--- src/rtl/config_loader_pkg.sv ---
// Shared types and constants for the serial config-chain loader and its config store.
// The chain carries a clock-config field followed by the symmetric coefficient field.
package config_loader_pkg;

    localparam int CLK_CFG_W      = 2;
    localparam int SYM_COEFF_W    = 3;
    localparam int SHIFT_REG_SIZE = CLK_CFG_W + SYM_COEFF_W;

    // Value the config store takes on its own reset.
    localparam logic [SHIFT_REG_SIZE-1:0] CFG_DEFAULT = '1;

    typedef enum logic [1:0] {
        ST_IDLE   = 2'd0,
        ST_LOAD   = 2'd1,
        ST_VERIFY = 2'd2,
        ST_DONE   = 2'd3
    } loader_state_e;

endpackage

--- src/rtl/config_loader_strobe_gen.sv ---
// Shift strobe generator: 1-cycle strobe every StrobeDiv enabled cycles; sync clear restarts the count.
// Combinational strobe from the registered divider; no backpressure, the count only advances while enabled.
module shift_strobe_gen #(
    parameter int StrobeDiv = 1
) (
    input  logic clk,
    input  logic resetN,
    input  logic i_clr,
    input  logic i_en,
    output logic o_strobe
);

    localparam int DIV_W = (StrobeDiv > 1) ? $clog2(StrobeDiv) : 1;
    localparam logic [DIV_W-1:0] DIV_LAST = DIV_W'(StrobeDiv - 1);

    logic [DIV_W-1:0] r_divCnt;
    logic             w_wrap;

    assign w_wrap   = (r_divCnt == DIV_LAST);
    assign o_strobe = i_en && w_wrap;

    always_ff @(posedge clk) begin
        if (!resetN) begin
            r_divCnt <= '0;
        end else if (i_clr) begin
            r_divCnt <= '0;
        end else if (i_en) begin
            r_divCnt <= w_wrap ? '0 : r_divCnt + DIV_W'(1);
        end
    end

endmodule

--- src/rtl/config_loader.sv ---
// Loads a parallel word MSB-first into the serial config chain, captures its old contents, optional verify pass.
// doneValid at accept + passes*N*StrobeDiv + 1; cfgReady low from accept until the cycle after doneValid.
module config_loader
    import config_loader_pkg::*;
#(
    parameter int ShiftRegSize = SHIFT_REG_SIZE,
    parameter int StrobeDiv    = 1
) (
    input  logic                    clk,
    input  logic                    resetN,
    input  logic                    cfgValid,
    output logic                    cfgReady,
    input  logic [ShiftRegSize-1:0] cfgData,
    input  logic                    cfgVerify,
    output logic                    serialEn,
    output logic                    serialIn,
    input  logic                    serialOut,
    output logic                    doneValid,
    output logic [ShiftRegSize-1:0] prevData,
    output logic                    verifyErr,
    output logic                    busy
);

    localparam int BIT_W = $clog2(ShiftRegSize + 1);
    localparam int ISS_W = $clog2(2 * ShiftRegSize + 1);

    loader_state_e           r_state;
    logic                    r_cfgReady;
    logic                    r_serialEn;
    logic                    r_serialIn;
    logic                    r_doneValid;
    logic [ShiftRegSize-1:0] r_prevData;
    logic                    r_verifyErr;
    logic [ShiftRegSize-1:0] r_txShift;
    logic [ShiftRegSize-2:0] r_rxShift;
    logic [ShiftRegSize-1:0] r_expected;
    logic                    r_verify;
    logic [BIT_W-1:0]        r_bitCnt;
    logic [ISS_W-1:0]        r_issCnt;

    logic                    w_accept;
    logic                    w_strobeEn;
    logic                    w_strobe;
    logic                    w_lastBit;
    logic [ISS_W-1:0]        w_issTarget;
    logic [ShiftRegSize-1:0] w_rxNext;

    assign w_accept    = cfgValid && r_cfgReady;
    assign w_issTarget = r_verify ? ISS_W'(2 * ShiftRegSize) : ISS_W'(ShiftRegSize);
    // Strobes are issued for both passes back to back; the sampling side lags one cycle behind.
    assign w_strobeEn  = ((r_state == ST_LOAD) || (r_state == ST_VERIFY)) && (r_issCnt < w_issTarget);
    assign w_rxNext    = {r_rxShift, serialOut};
    assign w_lastBit   = r_serialEn && (r_bitCnt == BIT_W'(ShiftRegSize - 1));

    shift_strobe_gen #(
        .StrobeDiv (StrobeDiv)
    ) u_strobe (
        .clk      (clk),
        .resetN   (resetN),
        .i_clr    (w_accept),
        .i_en     (w_strobeEn),
        .o_strobe (w_strobe)
    );

    always_ff @(posedge clk) begin
        if (!resetN) begin
            r_state     <= ST_IDLE;
            r_cfgReady  <= 1'b1;
            r_serialEn  <= 1'b0;
            r_serialIn  <= 1'b0;
            r_doneValid <= 1'b0;
            r_prevData  <= '0;
            r_verifyErr <= 1'b0;
            r_txShift   <= '0;
            r_rxShift   <= '0;
            r_expected  <= '0;
            r_verify    <= 1'b0;
            r_bitCnt    <= '0;
            r_issCnt    <= '0;
        end else begin
            r_doneValid <= 1'b0;
            r_serialEn  <= w_strobe;
            r_serialIn  <= w_strobe & r_txShift[ShiftRegSize-1];
            // Rotating rather than zero-filling leaves the expected word in place for the verify pass.
            if (w_strobe) begin
                r_txShift <= {r_txShift[ShiftRegSize-2:0], r_txShift[ShiftRegSize-1]};
                r_issCnt  <= r_issCnt + ISS_W'(1);
            end

            case (r_state)
                ST_IDLE: begin
                    if (w_accept) begin
                        r_txShift  <= cfgData;
                        r_expected <= cfgData;
                        r_verify   <= cfgVerify;
                        r_rxShift  <= '0;
                        r_bitCnt   <= '0;
                        r_issCnt   <= '0;
                        r_cfgReady <= 1'b0;
                        r_state    <= ST_LOAD;
                    end
                end
                ST_LOAD, ST_VERIFY: begin
                    if (r_serialEn) begin
                        r_rxShift <= w_rxNext[ShiftRegSize-2:0];
                        r_bitCnt  <= r_bitCnt + BIT_W'(1);
                    end
                    if (w_lastBit) begin
                        r_bitCnt <= '0;
                        if (r_state == ST_LOAD) begin
                            r_prevData <= w_rxNext;
                        end else begin
                            r_verifyErr <= (w_rxNext != r_expected);
                        end
                        if ((r_state == ST_LOAD) && r_verify) begin
                            r_state <= ST_VERIFY;
                        end else begin
                            r_state     <= ST_DONE;
                            r_doneValid <= 1'b1;
                        end
                    end
                end
                ST_DONE: begin
                    r_cfgReady <= 1'b1;
                    r_state    <= ST_IDLE;
                end
                default: r_state <= ST_IDLE;
            endcase
        end
    end

    assign cfgReady  = r_cfgReady;
    assign busy      = ~r_cfgReady;
    assign serialEn  = r_serialEn;
    assign serialIn  = r_serialIn;
    assign doneValid = r_doneValid;
    assign prevData  = r_prevData;
    assign verifyErr = r_verifyErr;

endmodule

--- config.mk ---
export PLATFORM = sky130hd
export DESIGN_NAME = config_loader
export DESIGN_NICKNAME = d
export VERILOG_FILES = /design/src/rtl/config_loader_pkg.sv /design/src/rtl/config_loader_strobe_gen.sv /design/src/rtl/config_loader.sv
export SDC_FILE = /design/constraint.sdc
export NUM_CORES = 1
export LEC_CHECK = 0
export ABC_AREA = 0
export CAP_MARGIN = 25
export CORE_UTILIZATION = 50
export CTS_CLUSTER_SIZE = 14
export DETAILED_ROUTE_END_ITERATION = 7
export PLACE_DENSITY = 0.72
export SETUP_SLACK_MARGIN = 0.2
export SYNTH_ARGS = -nofsm -noshare
export SYNTH_HDL_FRONTEND = slang
export SYNTH_HIERARCHICAL = 1
export SYNTH_SLANG_ARGS = --single-unit
--- constraint.sdc ---
create_clock -name clk -period 5.2 [get_ports clk]
set_clock_uncertainty 0.05 [all_clocks]
set_input_delay 0.78 -clock clk [delete_from_list [all_inputs] [get_ports clk]]
set_output_delay 0.78 -clock clk [all_outputs]
set_load 0.03 [all_outputs]
==> flow_summary_export.csv <==
group,metric,value,unit
setup_path,rr_endpoint,"r_txShift[2]",
yosys,synth.cell_area,1650,um2
drt,postRouteAntennaNets,0,
setup_path,worstPathRequired,5.34,ns
floorplanning,fp-row-count,20,
sta,hold_viol_final,0,
setup_path,critical_path.max_stage_delay,0.76,ns
clocking,post_cts_hold_buffer_count,0,
placed_design,hpwlAfterDp,2.28,mm
sta,worst_hold_slack,0.426,ns
grt,globalRouteTotalUtil,20.7,%
finish,multi_input_comb_area,846,um2
sta,post-route-min-period,2.77,ns
clocking,clock-root-buffer,"sky130_fd_sc_hd__clkbuf_4",
floorplanning,io_pins,21,
floorplanning,design.die.area,3530,um2
pwr,share_comb_of_total_power,24.5,%
pwr,static-leakage-power,0.734,nW
floorplanning,floorplan_core_area,3080,um2
pwr,power_frac_clock,30.1,%
pwr,power_density,347,nW/um2
clocking,cts_resized,0,
yosys,post_synthesis_cells,183,
sta,rsz0062_at_grt,"false",
floorplanning,chipHeight,59.4,um
finish,layout.cells.most_common_list,"sky130_fd_sc_hd__dfxtp_1, sky130_fd_sc_hd__nand2_1, sky130_fd_sc_hd__a21oi_1",
min_path,timing.hold.worst_endpoint,"r_expected[2]",
pwr,power_report.internal_total,0.454,mW
setup_path,timing_worst_setup_path_type,"reg -> reg",
setup_path,cp_cell_sequence,"inv_1, ha_1, nand2b_1, o2bb2ai_1, mux2_2, nand2_1, a21oi_1",
sta,setup_total_negative_slack,0,ns
clocking,clock_sink_count,34,
grt,grt_max_degree,25,
grt,gr-total-overflow,0,
sta,max_clock_freq,361,MHz
clocking,insertion_delay,0.33,ns
clocking,cts.htree.levels,2,
yosys,count_of_synthesis_stage_warnings_from_yosys,6,
finish,seqCellArea,681,um2
floorplanning,die_w,59.4,um
drt,drt_wl_total,3.23,mm
sta,max_slew.worst_pin.slew,0.913,ns
pwr,power_switching_share,31.1,%
min_path,hp-start,"r_expected[2]",
run_status,result_of_the_run,"complete, no violations",
finish,layout.cells.most_common,"sky130_fd_sc_hd__dfxtp_1",
drt,via_count,1318,
setup_path,cpMaxStageDelayCell,"sky130_fd_sc_hd__o2bb2ai_1",
drt,viasPerCell,5.47,
pwr,total_power,0.658,mW
finish,area_overhead_of_the_layout_relative_to_synthesis,15.1,%
sta,final_min_period_over_clock_period,53.2,%
grt,number_of_antenna_violations_at_the_first_check_in_global_routing,0,
setup_path,setup.worst_path.start_class,"flop",
grt,global_route_wire_length_before_repair,5.47,mm
yosys,syn_area_per_cell,9.00,um2
placed_design,placement.setup.worst_slack,2.48,ns
drt,drt_pre_antenna_iters,4,
sta,drv_slew,0,
sta,slew_headroom,39.1,%
pwr,vdd_drop_max,0.229,mV
yosys,synth_nets,202,
setup_path,cp_max_fo,16,
pwr,sequentialPowerShare,45.5,%
placed_design,place.port_buffers,20,
setup_path,worst_r2r_startpoint,"r_state[0]",
sta,finish_stage_setup_viols,0,
floorplanning,initial_core_util,53.5,%
finish,insertedDiodeCount,0,
clocking,cts_tree,"built",
finish,drive_above_1_share,9.64,%
finish,design.final.nets,216,
clocking,cts_max_path_buffers,2,
setup_path,cp.arrival,2.90,ns
placed_design,final_weighted_congestion_in_routability_driven_placement,0.803,
run,cap_viol_max_count,0,
pwr,net-switching-power,0.205,mW
grt,first_global_vias,1319,
min_path,timing.hold.worst.class,"reg -> reg",
clocking,cts_setup_buffers,0,
drt,iter_0_drt_violations,52,
sta,fin_ws,2.43,ns
min_path,worstHoldPathCells,2,
clocking,clkSlewWorstSetupHoldPaths,0.10,ns
drt,drcViolationCount,0,
setup_path,timing.critical_path.to_type,"flop",
setup_path,reg2reg_depth,7,
finish,fillCellCount,276,
drt,wl_per_cell,13.4,um
setup_path,worst-r2r-setup-slack,2.43,ns
clocking,cts_inserted_buffers,5,
==> per-stage QoR <==
| stage | cell area (um2) | utilization, % | instances |
|---|---|---|---|
| floorplan | 1650 | - | 183 |
| finish | 1900 | 61.6 | 241 |
| global placement | 1820 | 59.0 | 234 |
| CTS | 1900 | 61.6 | 241 |
| global route | 1900 | 61.6 | 241 |
| detailed placement | 1820 | 59.0 | 234 |
==> cell type report <==
cell class,instances,share of cell area [%]
clock buffers,6,2.70
clock inverters,1,1.58
inverters,9,1.78
multi-input cells,127,44.6
flip-flops and latches,34,35.9
well taps,44,2.90
repair buffers,20,10.6
==> flip-flops by register name, indices dropped and copies added, names as in the netlist <==
name,flops
serialEn,1
r_bitCnt,3
r_rxShift,4
r_verify,1
r_txShift,5
r_expected,5
r_issCnt,4
r_state,2
verifyErr,1
cfgReady,1
doneValid,1
prevData,5
serialIn,1
==> power by group through the flow <==
stage                     Sequential (mW)  Clock [mW]  Combinational [mW]
after floorplan                     0.302           0               0.140
after global placement              0.303           0               0.155
after detailed placement            0.305           0               0.160
after CTS                           0.299       0.203               0.162
after global routing                0.302       0.213               0.177
final                               0.299       0.198               0.161
==> critical path: cells and delay by family, from the launching register on <==
kind | cells | cell delay [ns]
flops | 1 | 0.40
simple gates | 2 | 0.22
compound gates | 2 | 0.83
mux | 1 | 0.42
buf+inv | 1 | 0.06
fa+ha+maj | 1 | 0.64
==> metal layers <==
metal / up-vias / share of wire, % / wire [um] / GRT usage [%]
met4: 0 / 1.2 / 39 / 11.2
li1: 665 / - / - / -
met5: - / 0 / 0 / 0
met3: 5 / 3.4 / 109 / 3.93
met2: 24 / 49 / 1570 / 34.3
met1: 624 / 47 / 1510 / 25.2
==> worst max-delay path by stage <==
stage,from,endpoint,slack [ns],cells past startpoint
3_3_place_gp,r_state[0],r_txShift[2],2.58,7
4_1_cts,r_state[0],r_txShift[2],2.46,7
6_report,r_state[0],r_txShift[2],2.43,7
5_1_grt,r_state[0],r_txShift[2],2.27,7
3_5_place_dp,r_state[0],r_txShift[2],2.48,7
2_1_floorplan,r_verify,r_txShift[0],3.25,10
(Power assumes the default switching activity.)
